[src/rtl/matrix_processor_pkg.sv]
// Shared types for the fixed-point matrix processor: FSM states, activation
// modes and the active-low memory select encodings.
package matrix_processor_pkg;

  typedef enum logic [3:0] {
    IDLE, RD_W, WAIT_W, RD_X, WAIT_X, ACC, POST, WR, DONE
  } state_e;

  typedef enum logic [1:0] {
    MODE_ID    = 2'b00,
    MODE_RELU  = 2'b01,
    MODE_HTANH = 2'b10,
    MODE_ID2   = 2'b11
  } mode_e;

  // bit0 selects RAM, bit1 selects ROM, both active-low
  localparam logic [1:0] CSB_IDLE = 2'b11;
  localparam logic [1:0] CSB_RAM  = 2'b10;
  localparam logic [1:0] CSB_ROM  = 2'b01;

endpackage

[src/rtl/mp_mac_sat.sv]
// Signed multiply-accumulate followed by arithmetic shift, saturation to the
// output width and the selected activation; result registered in POST.
module mp_mac_sat
  import matrix_processor_pkg::*;
#(
  parameter int N    = 8,
  parameter int DW   = 8,
  parameter int FRAC = 4
) (
  input  logic                 clk,
  input  logic                 rst,
  input  logic                 acc_en,
  input  logic                 post_en,
  input  logic                 clr,
  input  mode_e                mode,
  input  logic signed [DW-1:0] w,
  input  logic signed [DW-1:0] x,
  output logic signed [DW-1:0] y
);

  localparam int ACCW = 2*DW + $clog2(N);
  localparam logic signed [DW-1:0] YMAX   = {1'b0, {(DW-1){1'b1}}};
  localparam logic signed [DW-1:0] YMIN   = {1'b1, {(DW-1){1'b0}}};
  localparam logic signed [DW-1:0] HT_MAX = DW'(1 << FRAC);
  localparam logic signed [DW-1:0] HT_MIN = -HT_MAX;

  logic signed [ACCW-1:0] acc_q, acc_d, sh;
  logic signed [2*DW-1:0] prod;
  logic signed [DW-1:0]   sat, act, y_q, y_d;

  always_comb begin
    prod  = w * x;
    acc_d = acc_q;
    if (clr)         acc_d = '0;
    else if (acc_en) acc_d = acc_q + ACCW'(prod);

    // >>> floors, so negative results round toward minus infinity
    sh = acc_q >>> FRAC;
    if (sh > ACCW'(YMAX))      sat = YMAX;
    else if (sh < ACCW'(YMIN)) sat = YMIN;
    else                       sat = sh[DW-1:0];

    act = sat;
    unique case (mode)
      MODE_RELU:  act = (sat < 0) ? '0 : sat;
      MODE_HTANH: act = (sat > HT_MAX) ? HT_MAX : ((sat < HT_MIN) ? HT_MIN : sat);
      default:    act = sat;
    endcase

    y_d = post_en ? act : y_q;
  end

  always_ff @(posedge clk or negedge rst) begin
    if (!rst) begin
      acc_q <= '0;
      y_q   <= '0;
    end else begin
      acc_q <= acc_d;
      y_q   <= y_d;
    end
  end

  assign y = y_q;

endmodule

[src/rtl/matrix_processor.sv]
// Sequential N x N fixed-point matrix product Y = act(sat(W*X >>> FRAC)) over a
// shared single-port memory bus; one MAC per operand pair, row-major output.
module matrix_processor
  import matrix_processor_pkg::*;
#(
  parameter int N      = 8,
  parameter int DW     = 8,
  parameter int AW     = 7,
  parameter int FRAC   = 4,
  parameter int RD_LAT = 1,
  parameter int X_BASE = 0,
  parameter int W_BASE = 0,
  parameter int Y_BASE = 64
) (
  input  logic          clk,
  input  logic          rst,
  input  logic          start,
  input  logic [1:0]    mode,
  output logic          busy,
  output logic          done,
  output logic [1:0]    csb,
  output logic          web,
  output logic [AW-1:0] addr,
  output logic [DW-1:0] dout,
  input  logic [DW-1:0] dinx,
  input  logic [DW-1:0] dinw
);

  localparam int CW = (N > 1) ? $clog2(N) : 1;
  localparam logic [CW-1:0] LAST  = CW'(N - 1);
  localparam logic [1:0]    WLAST = 2'(RD_LAT - 1);

  state_e               state_q, state_d;
  mode_e                mode_q, mode_d;
  logic [CW-1:0]        i_q, i_d, j_q, j_d, k_q, k_d;
  logic [1:0]           wt_q, wt_d;
  logic signed [DW-1:0] w_q, w_d, x_q, x_d, y;
  logic [AW-1:0]        w_addr, x_addr, y_addr;

  assign w_addr = AW'(W_BASE) + AW'(i_q) * AW'(N) + AW'(k_q);
  assign x_addr = AW'(X_BASE) + AW'(k_q) * AW'(N) + AW'(j_q);
  assign y_addr = AW'(Y_BASE) + AW'(i_q) * AW'(N) + AW'(j_q);

  always_comb begin
    state_d = state_q;
    mode_d  = mode_q;
    i_d     = i_q;
    j_d     = j_q;
    k_d     = k_q;
    wt_d    = wt_q;
    w_d     = w_q;
    x_d     = x_q;
    unique case (state_q)
      IDLE: if (start) begin
        state_d = RD_W;
        mode_d  = mode_e'(mode);
        i_d     = '0;
        j_d     = '0;
        k_d     = '0;
        wt_d    = '0;
      end
      RD_W: state_d = WAIT_W;
      // data from a select becomes valid in the last wait cycle
      WAIT_W: if (wt_q == WLAST) begin
        w_d     = dinw;
        wt_d    = '0;
        state_d = RD_X;
      end else wt_d = wt_q + 2'd1;
      RD_X: state_d = WAIT_X;
      WAIT_X: if (wt_q == WLAST) begin
        x_d     = dinx;
        wt_d    = '0;
        state_d = ACC;
      end else wt_d = wt_q + 2'd1;
      ACC: if (k_q == LAST) begin
        k_d     = '0;
        state_d = POST;
      end else begin
        k_d     = k_q + CW'(1);
        state_d = RD_W;
      end
      POST: state_d = WR;
      WR: begin
        state_d = RD_W;
        if (j_q == LAST) begin
          j_d = '0;
          if (i_q == LAST) begin
            i_d     = '0;
            state_d = DONE;
          end else i_d = i_q + CW'(1);
        end else j_d = j_q + CW'(1);
      end
      DONE:    state_d = IDLE;
      default: state_d = IDLE;
    endcase
  end

  always_comb begin
    busy = (state_q != IDLE) && (state_q != DONE);
    done = (state_q == DONE);
    csb  = CSB_IDLE;
    web  = 1'b1;
    addr = '0;
    dout = '0;
    unique case (state_q)
      RD_W: begin
        csb  = CSB_ROM;
        addr = w_addr;
      end
      RD_X: begin
        csb  = CSB_RAM;
        addr = x_addr;
      end
      WR: begin
        csb  = CSB_RAM;
        web  = 1'b0;
        addr = y_addr;
        dout = y;
      end
      default: ;
    endcase
  end

  always_ff @(posedge clk or negedge rst) begin
    if (!rst) begin
      state_q <= IDLE;
      mode_q  <= MODE_ID;
      i_q     <= '0;
      j_q     <= '0;
      k_q     <= '0;
      wt_q    <= '0;
      w_q     <= '0;
      x_q     <= '0;
    end else begin
      state_q <= state_d;
      mode_q  <= mode_d;
      i_q     <= i_d;
      j_q     <= j_d;
      k_q     <= k_d;
      wt_q    <= wt_d;
      w_q     <= w_d;
      x_q     <= x_d;
    end
  end

  mp_mac_sat #(.N(N), .DW(DW), .FRAC(FRAC)) u_mac (
    .clk     (clk),
    .rst     (rst),
    .acc_en  (state_q == ACC),
    .post_en (state_q == POST),
    .clr     (state_q == WR),
    .mode    (mode_q),
    .w       (w_q),
    .x       (x_q),
    .y       (y)
  );

endmodule

[config.mk]
export PLATFORM = sky130hd
export DESIGN_NAME = matrix_processor
export DESIGN_NICKNAME = d
export VERILOG_FILES = /design/src/rtl/matrix_processor_pkg.sv /design/src/rtl/mp_mac_sat.sv /design/src/rtl/matrix_processor.sv
export SDC_FILE = /design/constraint.sdc
export NUM_CORES = 1
export LEC_CHECK = 0
export CAP_MARGIN = 20
export CORE_UTILIZATION = 36
export DETAILED_ROUTE_END_ITERATION = 8
export GPL_ROUTABILITY_DRIVEN = 1
export PLACE_DENSITY = 0.59
export SLEW_MARGIN = 20
export SYNTH_ARGS = -nofsm -noshare
export SYNTH_HDL_FRONTEND = slang
export SYNTH_SLANG_ARGS = --single-unit
[constraint.sdc]
create_clock -name clk -period 14.9 [get_ports clk]
set_clock_uncertainty 0.05 [all_clocks]
set_input_delay 1.49 -clock clk [delete_from_list [all_inputs] [get_ports clk]]
set_output_delay 1.49 -clock clk [all_outputs]
set_load 0.005 [all_outputs]
Word-level counts from Yosys, hierarchy flattened

Cells that the tools add are included.

Multiply operators: 1
Order comparisons: 5
Multiplexer cells: 30
Reduce and logical (&&, ||, !) cells: 18
Equality and inequality tests: 18
Add/sub/neg operators: 9

Operator list:

| operator                                                              | number |
|---|---|
| 8-bit 2-to-1 mux                                                      | 6 |
| 19-bit 2-to-1 mux                                                     | 2 |
| 4-bit one-hot mux with 8 select lines                                 | 1 |
| 7-bit one-hot mux with 3 select lines                                 | 1 |
| 4-bit 2-to-1 mux                                                      | 5 |
| 19-bit by 16-bit adder with 19-bit output                             | 1 |
| 3-bit 2-to-1 mux                                                      | 6 |
| 3-bit one-hot mux with 2 select lines                                 | 3 |
| 4-bit by 3-bit equality test with 1-bit output, second input constant | 4 |
| 8-bit by 8-bit multiplier with 16-bit output                          | 1 |
| 8-bit one-hot mux with 2 select lines                                 | 1 |
| 15-bit by 8-bit > comparator with 1-bit output, second input constant | 1 |
| 15-bit by 8-bit < comparator with 1-bit output, second input constant | 1 |
| 6-bit by 3-bit adder with 7-bit output                                | 2 |
| 2-bit AND reduction                                                   | 6 |
| 3-bit by 1-bit adder with 3-bit output, second input constant         | 3 |
| 3-bit equality test, second input constant                            | 3 |
| 4-bit by 2-bit equality test with 1-bit output, second input constant | 2 |
| 8-bit by 6-bit > comparator with 1-bit output, second input constant  | 1 |
| 8-bit by 1-bit < comparator with 1-bit output, second input constant  | 1 |
| 8-bit by 5-bit < comparator with 1-bit output, second input constant  | 1 |
| 2-bit != test, second input constant                                  | 4 |
| 2-bit one-hot mux with 2 select lines                                 | 2 |
| 2-bit nonzero test                                                    | 4 |
| 16 further kinds                                                      | 19 |

Flip-flop bits (word level): 60
Output and inout port bits: 20

Depth between registers and ports, before layout

Depth in word-level cells: 7
Mapped depth: 19

Cells and area by module

Synthesis repeated with hierarchy kept, for this count alone.

Cells, all modules: 656
Area total of the unflattened synthesis: 6557.5 sq um

By module, submodules not included:

| module           | cells each | instances | area each (sq um) |
|---|---|---|---|
| mp_mac_sat       | 490        | 1         | 4733.3 |
| matrix_processor | 166        | 1         | 1824.2 |

Worst setup path after synthesis

No wires, ideal clock.

Kind: register -> register
From: reg x_q[0]
To: reg u_mac.acc_q[18]
Setup slack: 9.590 ns
Arrival time: 5.122 ns
Clock period less this slack: 5.310 ns
Buffers on the path: 1
Setup time: 0.138 ns
Required time: 14.712 ns
Stages on the path, launching flop included: 18
Cell sequence: dfrtp_1 clkbuf_1 and2_1 inv_1 fa_1 inv_1 fa_1 fa_1 fa_1 fa_1 ha_1 o21ai_0 o21a_1 o31ai_1 nand3_1 o221ai_1 xnor2_1 o22ai_1

Cells in the longest elaborated chain, start to end: 4

RTL lines:

| what                                         | RTL line                | text |
|---|---|---|
| start: declaration                           | matrix_processor.sv:37  | `logic signed [DW-1:0] w_q, w_d, x_q, x_d, y;` |
| start signal: assignment                     | matrix_processor.sv:133 | `x_q <= '0;` |
| start signal: assignment                     | matrix_processor.sv:142 | `x_q <= x_d;` |
| 8-bit by 8-bit multiplier with 16-bit output | mp_mac_sat.sv:32        | `prod = w * x;` |
| 19-bit by 16-bit adder with 19-bit output    | mp_mac_sat.sv:35        | `else if (acc_en) acc_d = acc_q + ACCW'(prod);` |
| 19-bit 2-to-1 mux                            | mp_mac_sat.sv:35        |  |
| 19-bit 2-to-1 mux                            | mp_mac_sat.sv:34        | `if (clr) acc_d = '0;` |
| end signal: assignment                       | mp_mac_sat.sv:55        | `acc_q <= '0;` |
| end signal: assignment                       | mp_mac_sat.sv:58        | `acc_q <= acc_d;` |
| end: declaration                             | mp_mac_sat.sv:27        | `logic signed [ACCW-1:0] acc_q, acc_d, sh;` |

No other way between the ends. The select of a mux whose other input is x is not followed.
A chain may end at the register's enable or synchronous reset.

Worst setup path in the final report

Same ends and word-level chain as after synthesis.

==> results.tsv <==
stage	metric	value	unit
critical_path	cp_top_family	adder cells	
sta	period_share	38.8	%
floorplanning	rows	48	
route	first_pass_iters	4	
route	via_count	4516	
sta	setup_viol	0	
floorplanning	core	17200	sq um
clock_tree	clock_sinks	60	
placed_design	place.gp.congestion	0.796	
synthesis	synth_edf_count	0	
synthesis	synth_area	6330	sq um
floorplanning	num_io_pins	41	
critical_path	path_cells	and2_1 > inv_1 > fa_1 > inv_1 > fa_1 > fa_1 > fa_1 > fa_1 > ha_1 > o21ai_0 > o21a_1 > o31ai_1 > nand3_1 > o221ai_1 > xnor2_1 > o22ai_1	
sta	rsz0062_at_grt	false	
route	ant_nets	0	
critical_path	critical-path-max-stage-delay	580	ps
placed_design	dp_hpwl	10.8	mm
sta	hold_viol	0	
clock_tree	clock_latency	340	ps
run_status	status	finished clean	
critical_path	crit_arrival	5920	ps
grt	grt_pass1_wl	23.0	mm
critical_path	crit_type	reg2reg	
critical_path	critPathLaunchType	flip-flop	
sta	fmax	0.173	GHz
sta	tns	0	ps
route	routed_via_density	4.94	
floorplanning	die_h	135	um
synthesis	yosys_warnings	0	
critical_path	reg2reg_slack	9120	ps
sta	max_slew_margin	46.5	%
layout	fin_nets	845	
clock_tree	cts_root_buf	clkbuf_16	
placed_design	io_buffer_count	40	
layout	syn_to_final_growth	14.8	%
floorplanning	die_area	18100	sq um
sta	fin_crit	5780	ps
critical_path	path_buf_inv	2	
grt	grt_usage	16.3	%
clock_tree	cts-resized-gates	0	
critical_path	cp_slowest_cell	fa_1	
synthesis	synthCells	652	
route	drtIter0Drc	220	
grt	overflow	0	
clock_tree	cts_made_buffers	9	
job	drv_cap	0	
synthesis	synth.distinct_cells	51	
route	finalWirelength	13.4	mm
synthesis	ys_seq_area_share	23.7	%
critical_path	critPathMostFrequentCell	fa_1	
clock_tree	clkTransAtPathRegs	60	ps
layout	antenna_cells	0	
layout	layout-drive-gt1-share	6.23	%
floorplanning	die_x	135	um
clock_tree	tritoncts	built	
synthesis	synth_area_per_cell	9.72	sq um
min_path	hold_path_class	reg2reg	
floorplanning	initial_utilization	36.8	%
sta	layout_setup_ws	9120	ps
critical_path	cp.required	15040	ps
synthesis	async_reset_ff_share	100	%
sta	worst_slew_pin_slew	802	ps
clock_tree	htreeDepth	3	
synthesis	ys_seq_elements	60	
placed_design	dp_slack	9180	ps
route	drc	0	
critical_path	crit_path_end_kind	flip-flop	
route	wire_per_inst	14.6	um
clock_tree	cts_hold_buf	0	
clock_tree	cts_buffer_depth	2	
synthesis	syn_nets	812	
critical_path	path_max_fanout	12	
clock_tree	post_cts_buffers	0	
grt	grt_antenna_before_repair	0	
synthesis	synth_flop_cell	dfrtp_1	
sta	maxSlewViolCount	0	
grt	grt_max_degree	61	
grt	grt_pass1_vias	4750	
## cells in the final DEF, fill, tap and decap left out, types with 14 or more instances in the layout
cell type	Yosys	routed
ha_1	55	55
xnor2_1	14	14
nor2_1	33	33
nand2_1	63	63
a21oi_1	14	14
fa_1	84	84
mux2_2	18	18
inv_1	105	105
and2_1	43	43
dfrtp_1	60	60
o21ai_0	34	34
clkdlybuf4s50_1	0	39
## cell usage after synthesis (2+ instances only)
cell type	number	area (sq um)
a211oi_1	3	22.5
a21o_1	6	45.0
a21oi_1	14	70.1
a22o_1	6	52.6
a22oi_1	4	30.0
a31oi_1	7	43.8
a32o_1	3	30.0
and2_1	43	269
and3_1	5	31.3
and4_1	2	17.5
clkbuf_1	17	63.8
dfrtp_1	60	1500
fa_1	84	1680
ha_1	55	688
inv_1	105	394
mux2_2	18	203
mux2i_1	2	20.0
nand2_1	63	236
nand2b_1	3	18.8
nand3_1	12	60.1
nand4_1	3	18.8
nor2_1	33	124
nor2b_1	5	31.3
nor3_1	5	25.0
o21a_1	4	30.0
o21ai_0	34	170
o21bai_1	3	22.5
o221ai_1	3	26.3
o22ai_1	3	18.8
o31ai_1	6	45.0
or3_1	4	25.0
xnor2_1	14	123
xor2_1	5	43.8
## layer usage
layer	global-route usage (%)	wire length, um
met1	20.9	6010
met2	28.0	6910
met3	2.85	285
met4	4.99	193
met5	0	0
## registers in the layout, indices dropped and copies added (netlist names)
| register | cells |
|---|---|
| state_q | 4 |
| x_q | 8 |
| u_mac.acc_q | 19 |
| wt_q | 2 |
| k_q | 3 |
| u_mac.y | 8 |
| mode_q | 2 |
| j_q | 3 |
| w_q | 8 |
| i_q | 3 |
## final timing paths
path	start	end	cells past startpoint
max	x_q[0]	u_mac.acc_q[18]	16
min	u_mac.y[0]	u_mac.y[0]	2
max reg2reg	x_q[0]	u_mac.acc_q[18]	16
min reg2reg	u_mac.y[0]	u_mac.y[0]	2
max in group asynchronous	rst	j_q[1]	2
min in group asynchronous	rst	u_mac.acc_q[3]	2
## worst register-to-register path, delay by kind of cell (launching register included)
| kind | cells | cell delay [ps] |
|---|---|---|
| adders and majority gates | 6 | 2860 |
| AOI/OAI and AO/OA | 5 | 1170 |
| and+or+nand+nor | 2 | 700 |
| DFF | 1 | 490 |
| buffers and inverters | 2 | 180 |
| xor gates and xnor gates | 1 | 170 |
## area by class of cell
class,instances,area (sq um)
Sequential cell,60,1500
Timing Repair Buffer,41,403
Multi-Input combinational cell,467,4360
Tap cell,225,282
Inverter,106,398
Clock buffer,9,225
Clock inverter,7,98.8
Fill cell,1619,9970
## logic make-up (layout without fill, tap and decap cells)
group,after synthesis,count (layout),share of synthesized area [%]
simple gates,186,186,14.8
fa+ha+maj,139,139,37.4
buf+inv,125,163,7.43
compound gates,103,103,10.6
flops,60,60,23.7
mux,20,20,3.52
xor+xnor,19,19,2.63
## through the flow
stage	util, %	area (sq um)	instances	hold WS (ps)
floorplan	-	6330	652	390
global route	42.2	7270	915	447
CTS	42.2	7270	915	426
global placement	40.3	6950	899	411
finish	42.2	7270	915	423
detailed placement	40.3	6950	899	414
Power is left out: the tool's default activity adds up to more than one toggle a clock period on the data nets, which glitch-free logic cannot reach.
